[src/rtl/edge_filter_pkg.sv]
// Shared types and image geometry for the edge noise filter stage.
package edge_filter_pkg;

    typedef enum logic [2:0] {
        IDLE,
        PRIME,
        READ,
        WRITE,
        BORDER,
        DONE
    } state_t;

    localparam int unsigned GEO_WIDTH     = 320;
    localparam int unsigned GEO_HEIGHT    = 240;
    localparam int unsigned GEO_FIRST_ROW = 8;
    localparam int unsigned GEO_LAST_ROW  = 231;

    // 3x3 window indexed win[r][c]; r=0 is the row above, c=0 the column to the left.
    typedef logic [2:0][2:0] win_t;

    // A full-window prime reads column by column: j=0..2 is the left column, top to bottom.
    function automatic logic [1:0] prime_dr(input logic [3:0] j);
        return 2'(j % 4'd3);
    endfunction

    function automatic logic [1:0] prime_dc(input logic [3:0] j);
        return 2'(j / 4'd3);
    endfunction

endpackage

[src/rtl/edge_window_eval.sv]
// Keep/drop decision for one edge pixel from its 3x3 neighbourhood.
module edge_window_eval
    import edge_filter_pkg::*;
(
    input  win_t       win,
    input  logic [3:0] min_neighbours,
    output logic       keep
);

    logic [3:0] cnt;

    // Count the eight neighbours; a threshold above 8 can never be met.
    always_comb begin
        cnt = '0;
        for (int r = 0; r < 3; r++) begin
            for (int c = 0; c < 3; c++) begin
                if (!(r == 1 && c == 1)) begin
                    cnt = cnt + 4'(win[r][c]);
                end
            end
        end
        keep = win[1][1] && (cnt >= min_neighbours);
    end

endmodule

[src/rtl/edge_noise_filter.sv]
// Edge noise filter: streams the edge map through a 3x3 window and writes the cleaned map.
module edge_noise_filter
    import edge_filter_pkg::*;
#(
    parameter int unsigned IMG_WIDTH = GEO_WIDTH,
    parameter int unsigned SRC_BASE  = 0,
    parameter int unsigned DST_BASE  = 153600,
    parameter int unsigned FIRST_ROW = GEO_FIRST_ROW,
    parameter int unsigned LAST_ROW  = GEO_LAST_ROW
) (
    input  logic        clk,
    input  logic        reset_n,
    input  logic        pause,
    input  logic        enable_edge_filter,
    input  logic [3:0]  min_neighbours,
    input  logic [31:0] data_read,
    output logic        wren,
    output logic [17:0] address,
    output logic [31:0] data_write,
    output logic        edge_filter_done,
    output logic [16:0] kept_count
);

    localparam logic [9:0]  ROW_FIRST = 10'(FIRST_ROW);
    localparam logic [9:0]  ROW_LAST  = 10'(LAST_ROW);
    localparam logic [9:0]  COL_LAST  = 10'(IMG_WIDTH - 1);
    localparam logic [17:0] W18       = 18'(IMG_WIDTH);
    localparam logic [17:0] SRC18     = 18'(SRC_BASE);
    localparam logic [17:0] DST18     = 18'(DST_BASE);

    function automatic logic [17:0] pix_addr(input logic [17:0] base,
                                             input logic [9:0]  r,
                                             input logic [9:0]  c);
        return base + 18'(r) * W18 + 18'(c);
    endfunction

    state_t     state;
    logic [9:0] row;
    logic [9:0] col;
    logic [3:0] step;
    logic [3:0] nxt_j;
    logic [3:0] cap_j;
    win_t       win_p1;
    win_t       win_nxt;
    logic       keep;
    logic       pause_p1;
    logic       rd_hold_p1;
    logic       rd_bit;
    logic       unused_rd;

    assign unused_rd = ^data_read[31:1];
    assign nxt_j     = step + 4'd1;

    // While paused the memory keeps re-reading the held address, so the word that was
    // in flight when the pause began is parked here and consumed on the first resumed cycle.
    always_ff @(posedge clk or negedge reset_n) begin
        if (!reset_n) pause_p1 <= 1'b0;
        else          pause_p1 <= pause;
    end

    // Park the in-flight read bit on the first paused cycle.
    always_ff @(posedge clk) begin
        if (pause && !pause_p1) rd_hold_p1 <= data_read[0];
    end

    assign rd_bit = pause_p1 ? rd_hold_p1 : data_read[0];

    // Next window: insert the returning read during PRIME/READ, shift left after each WRITE.
    always_comb begin
        win_nxt = win_p1;
        cap_j   = step - 4'd1;
        case (state)
            PRIME:   if (step != 4'd0) win_nxt[prime_dr(cap_j)][prime_dc(cap_j)] = rd_bit;
            READ:    if (step != 4'd0) win_nxt[2'(cap_j)][2] = rd_bit;
            WRITE:   for (int r = 0; r < 3; r++) win_nxt[r] = {1'b0, win_p1[r][2:1]};
            default: ;
        endcase
    end

    // Window bits are pure data, fully reloaded by PRIME before they are first evaluated.
    always_ff @(posedge clk) begin
        if (!pause) win_p1 <= win_nxt;
    end

    edge_window_eval u_eval (
        .win            (win_nxt),
        .min_neighbours (min_neighbours),
        .keep           (keep)
    );

    // Run sequencer: row/col walk, read issue, output writes and the sequencer handshake.
    always_ff @(posedge clk or negedge reset_n) begin
        if (!reset_n) begin
            state            <= IDLE;
            row              <= '0;
            col              <= '0;
            step             <= '0;
            wren             <= 1'b0;
            address          <= '0;
            data_write       <= '0;
            edge_filter_done <= 1'b0;
            kept_count       <= '0;
        end else if (!pause) begin
            if (state != IDLE && !enable_edge_filter) begin
                state            <= IDLE;
                wren             <= 1'b0;
                address          <= '0;
                data_write       <= '0;
                edge_filter_done <= 1'b0;
            end else begin
                case (state)
                    IDLE: begin
                        if (enable_edge_filter && !edge_filter_done) begin
                            row        <= ROW_FIRST;
                            col        <= '0;
                            kept_count <= '0;
                            state      <= BORDER;
                            wren       <= 1'b1;
                            address    <= pix_addr(DST18, ROW_FIRST, 10'd0);
                            data_write <= '0;
                        end
                    end
                    BORDER: begin
                        if (col == 10'd0) begin
                            col     <= 10'd1;
                            step    <= '0;
                            state   <= PRIME;
                            wren    <= 1'b0;
                            address <= pix_addr(SRC18, row - 10'd1, 10'd0);
                        end else if (row == ROW_LAST) begin
                            state            <= DONE;
                            wren             <= 1'b0;
                            edge_filter_done <= 1'b1;
                        end else begin
                            row        <= row + 10'd1;
                            col        <= '0;
                            address    <= pix_addr(DST18, row + 10'd1, 10'd0);
                            data_write <= '0;
                        end
                    end
                    PRIME: begin
                        step <= nxt_j;
                        if (step < 4'd8) begin
                            address <= pix_addr(SRC18, row - 10'd1 + 10'(prime_dr(nxt_j)),
                                                col - 10'd1 + 10'(prime_dc(nxt_j)));
                        end
                        if (step == 4'd9) begin
                            state      <= WRITE;
                            wren       <= 1'b1;
                            address    <= pix_addr(DST18, row, col);
                            data_write <= {31'd0, keep};
                            kept_count <= kept_count + 17'(keep);
                        end
                    end
                    READ: begin
                        step <= nxt_j;
                        if (step < 4'd2) begin
                            address <= pix_addr(SRC18, row + 10'(nxt_j) - 10'd1, col + 10'd1);
                        end
                        if (step == 4'd3) begin
                            state      <= WRITE;
                            wren       <= 1'b1;
                            address    <= pix_addr(DST18, row, col);
                            data_write <= {31'd0, keep};
                            kept_count <= kept_count + 17'(keep);
                        end
                    end
                    WRITE: begin
                        col <= col + 10'd1;
                        if (col + 10'd1 == COL_LAST) begin
                            state      <= BORDER;
                            address    <= pix_addr(DST18, row, COL_LAST);
                            data_write <= '0;
                        end else begin
                            state   <= READ;
                            step    <= '0;
                            wren    <= 1'b0;
                            address <= pix_addr(SRC18, row - 10'd1, col + 10'd2);
                        end
                    end
                    DONE: ;
                    default: state <= IDLE;
                endcase
            end
        end
    end

endmodule

[config.mk]
export PLATFORM = sky130hd
export DESIGN_NAME = edge_noise_filter
export DESIGN_NICKNAME = d
export VERILOG_FILES = /design/src/rtl/edge_filter_pkg.sv /design/src/rtl/edge_window_eval.sv /design/src/rtl/edge_noise_filter.sv
export SDC_FILE = /design/constraint.sdc
export NUM_CORES = 1
export LEC_CHECK = 0
export CAP_MARGIN = 30
export CELL_PAD_IN_SITES_DETAIL_PLACEMENT = 0
export CELL_PAD_IN_SITES_GLOBAL_PLACEMENT = 1
export CORE_MARGIN = 4
export CORE_UTILIZATION = 48
export DETAILED_ROUTE_END_ITERATION = 8
export PLACE_DENSITY_LB_ADDON = 0.1
export SLEW_MARGIN = 10
export SYNTH_ARGS = -nofsm -noshare
export SYNTH_HDL_FRONTEND = slang
export SYNTH_SLANG_ARGS = --single-unit
[constraint.sdc]
create_clock -name clk -period 18.3 [get_ports clk]
set_clock_uncertainty 0.1 [all_clocks]
set_input_delay 3.66 -clock clk [delete_from_list [all_inputs] [get_ports clk]]
set_output_delay 3.66 -clock clk [all_outputs]
set_load 0.02 [all_outputs]
Word level (Yosys, flattened, before mapping)
Cells that the tools add are included.
Storage, ports and cells
  latch bits: 0
  memories kept: 0
  output and inout bits: 69
  logic and storage cells: 186
  bits of input ports: 40
  flip-flop bits (word level): 107
  ROM bits: 0
  memory bits (writable): 0
Operators by class
  equal/unequal tests: 30
  add/subtract/negate cells: 26
  divide/modulo/power cells: 4
  bitwise gates (word level): 2
  muxes and demuxes: 65
  $lt $le $gt $ge: 9
  multipliers: 5
  shifts and indexed selects: 0
  reductions and logical operators: 31
Operators with widths (number)
  $mux 32: 7
  $mux 18: 9
  $pmux 32 s5: 1
  $pmux 18 s5: 1
  $add 18x10->18: 4
  $mul 10x3->12 const B: 5
  $mux 10: 6
  $mux 17: 3
  $pmux 17 s3: 1
  $add 18x18->18 const A: 2
  $pmux 10 s3: 1
  $sub 10x1->10 const B: 3
  $mux 3: 9
  $pmux 9 s3: 1
  $add 4x1->4: 6
  $ne 3x3->1 const B: 8
  $reduce_and 6->1: 4
  $add 10x1->10 const B: 2
  $add 10x2->10: 2
  $pmux 10 s2: 1
  $add 18x9->18 const B: 1
  $bwmux 9: 2
  $mux 9: 2
  $ne 2x2->1 const B: 9
  other kinds (42): 82

Depth between registers and ports, before layout
  word-level depth: 23
  gate-level depth with buffers: 38

By module
A second synthesis with hierarchy kept.
Second synthesis, totals
  cell total of the unflattened synthesis: 1363
  area, all modules: 11044.3 µm²
By module, submodules not included
  edge_noise_filter: times used 1, cells an instance 1334, seq. area each 1951.9 µm², area each 10789.1 µm²
  edge_window_eval: times used 1, cells an instance 29, seq. area each 0.0 µm², area each 255.2 µm²

Least setup slack after synthesis
OpenSTA, ideal clock, no wires.
  path kind: input port to flip-flop
  start point: input port data_read[0]
  end point: register kept_count[15]
  stages: 25
  path slack: 9531 ps
  arrival time: 8538 ps
  required time: 18069 ps
  path buffers: 0
  cell sequence: mux2i_1 -> nand2_1 -> mux2i_1 -> a21oi_1 -> ha_1 -> inv_1 -> fa_1 -> fa_1 -> fa_1 -> fa_1 -> inv_1 -> ha_1 -> a21o_1 -> a21o_1 -> a21oi_1 -> nor2_1 -> ha_1 -> and3_1 -> and3_1 -> and3_1 -> and3_1 -> and3_1 -> nand4_1 -> xor2_1 -> nor2_1
RTL lines
  from (decl): RTL line edge_noise_filter.sv:16  | input logic [31:0] data_read,
  to (signal assigned): RTL line edge_noise_filter.sv:152  | kept_count <= kept_count + 17'(keep);
  to (signal assigned): RTL line edge_noise_filter.sv:165  | kept_count <= kept_count + 17'(keep);
  to (decl): RTL line edge_noise_filter.sv:21  | output logic [16:0] kept_count

==> impl_metrics.yaml <==
finish:
  antenna_cells: 0
  nets: 1588
  fin_util: 0.528
  area_growth_pct: 8.53
  layout-drive-gt1-share: 0.0454
die:
  initial_core_util: 0.486
  coreArea_um2: 22600
  die_x_um: 159
  fp.dieH_um: 159
  row_count: 55
  die_area_um2: 25300
  io_pins: 109
synth:
  synth_top_area_frac: 0.196
  synth-seq-cells: 76
  ys.flop_type: "dfrtp_1"
  syn_area_per_cell_um2: 8.20
  synth_seq_area_share: 0.178
  synth.distinct_cells: 81
  netlist_instances: 1338
  synth_area_leaders: "ha_1 (20%), dfrtp_1 (15%), xnor2_1 (6.7%), o21ai_0 (4.7%), nor2_1 (3.7%)"
  syn_area_um2: 11000
  ys_async_sr_fraction: 0.868
  yosysWarnings: 0
  synth_edf_count: 10
  yosysTopAreaCell: "ha_1"
worst_setup_path:
  reg2reg_depth: 32
  path_buf_inv: 3
  end_kind: "flop"
  crit_family: "adder cells"
  cp_max_fo: 7
  timing.rr.start: "step[0]"
  crit_arrival_ns: 9.70
  worstSetupPathType: "in -> reg"
  max_stage_delay_ns: 0.50
  critPathRequiredTime_ns: 18.48
  startpoint: "data_read[0]"
  reg2reg_slack_ns: 9.23
  crit_path_start_kind: "input port"
  slowest_stage: "fa_1"
  cp_num_cells: 25
  r2r-end: "kept_count[14]"
  cp-endpoint: "kept_count[14]"
cts:
  clock_path_buffers: 2
  cts_setup_buffers: 0
  cts.repair.resized: 0
  cts.clk_slew.worst_paths_ns: 0.07
  clock_latency_ns: 0.36
  cts_root_buffer: "clkbuf_16"
  htree_levels: 3
  cts_sinks: 76
  cts_tree: "built"
  holdBufCountCts: 0
  numCtsBuffers: 9
worst_hold_path:
  hp-class: "reg -> reg"
global_routing:
  antenna_found_initial: 0
  grt_pass1_wl_mm: 50.5
  grt_overflow: 0
  grt_use_total: 0.245
  grt_max_degree: 67
  grt_pass1_vias: 9179
sta:
  holdWs_ns: 0.382
  post-route-period-util: 0.520
  slew_viol_final: 0
  finalHoldViolCount: 0
  setup_viol: 0
  rsz0062_at_grt: "false"
  finalSetupTns_ns: 0
  slew_headroom: 0.376
  final.min_clock_period_ns: 9.51
  worst_slew_pin_slew_ns: 0.930
  timing.fmax_mhz: 105
status:
  status: "finished clean"
route:
  ant_nets: 0
  vias: 9720
  finalWirelength_mm: 31.7
  first_pass_iters: 5
  post-route-drc-count: 0
  wl_per_cell_um: 19.2
  dr.first_iter.drc_count: 742
  vias_per_cell: 5.89
job:
  drv_cap: 0
placement:
  gp_congestion: 0.906
  portBuffers: 46
  place_hpwl_mm: 24.9
[cells in the mapped netlist (13+ instances only)]
cell type	count
fa_1	16
inv_1	84
nand2b_1	13
o21ai_0	102
or2_2	16
nor2b_1	15
xor2_1	39
nand3_1	33
dfrtp_1	66
nand4_1	13
nand2_1	98
nor3_1	15
a21oi_1	76
o22ai_1	21
nor2_1	108
o21a_1	20
a21o_1	28
ha_1	172
buf_4	33
mux2i_1	13
xnor2_1	84
and3_1	19
clkbuf_1	33
a211oi_1	17
a22o_1	19
[worst register-to-register path: cells and delay by family, from the launching register on]
kind                       cells  cell delay (ns)
and+or+nand+nor                8             2.33
AOI/OAI and AO/OA              9             1.60
xor gates and xnor gates       1             0.15
adders and majority gates     11             3.54
buffers and inverters          3             0.57
DFF                            1             0.71
[metrics by stage]
stage / std cells / instance area [µm²] / setup slack, ns
5_1_grt: 1650 / 11900 / 8.31
3_5_place_dp: 1633 / 11600 / 8.42
4_1_cts: 1649 / 11900 / 8.78
6_report: 1650 / 11900 / 8.79
3_3_place_gp: 1632 / 11500 / 8.49
2_1_floorplan: 1368 / 11100 / 9.53
[sequential cells by signal, summed over array words and instances (netlist names)]
| register | cells |
|---|---|
| pause_p1 | 1 |
| wren | 1 |
| rd_hold_p1 | 1 |
| edge_filter_done | 1 |
| address | 18 |
| col | 10 |
| state | 3 |
| data_write | 1 |
| step | 4 |
| win_p1 | 9 |
| kept_count | 17 |
| row | 10 |
[cell type report]
class	instances	area, µm²
Fill cell	2189	10700
Clock buffer	11	264
Timing Repair Buffer	54	534
Clock inverter	5	63.8
Inverter	85	319
Sequential cell	76	1950
Multi-Input combinational cell	1134	8420
Tap cell	285	357
[layer usage]
metal,up-vias,global-route usage,part of all wire,wire length [µm]
met5,-,0,0,0
met4,0,0.0730,0.028,902
met3,52,0.0243,0.044,1390
met2,270,0.410,0.46,14700
met1,4587,0.338,0.46,14700
li1,4811,-,-,-
[layout by cell type (no fill, tap or decap), types with 17 or more instances in the layout]
cell	n
nor2_1	108
dfrtp_1	66
nand3_1	33
inv_1	84
xnor2_1	84
xor2_1	39
o21a_1	20
a21o_1	28
a22o_1	19
nand2_1	98
and3_1	19
a211oi_1	17
conb_1	31
a21oi_1	76
o22ai_1	21
ha_1	172
clkdlybuf4s50_1	45
o21ai_0	102
[kinds of logic (layout without fill, tap and decap cells)]
logic type                 count (synthesis)  after routing  share of synthesized area
AOI/OAI and AO/OA                        383            383                      0.231
xor gates and xnor gates                 127            127                      0.106
adders and majority gates                188            188                      0.225
buffers and inverters                    158            155                     0.0665
DFF                                       76             76                      0.178
muxes                                     19             19                     0.0180
other                                      1             31                   0.000342
and+or+nand+nor                          386            386                      0.175
[how the worst min path moves through the flow]
stage               slack [ns]  cells after the start        from    endpoint
CTS                       0.39                      2  address[6]  address[6]
global placement          0.36                      2  address[7]  address[7]
finish                    0.38                      2  address[7]  address[7]
floorplan                 0.44                      2      col[8]      col[8]
detailed placement        0.37                      2  address[6]  address[6]
global route              0.42                      2  address[6]  address[6]
Power is not shown: default switching activity piles up to over one toggle a cycle in this logic, so the estimate is an artifact.
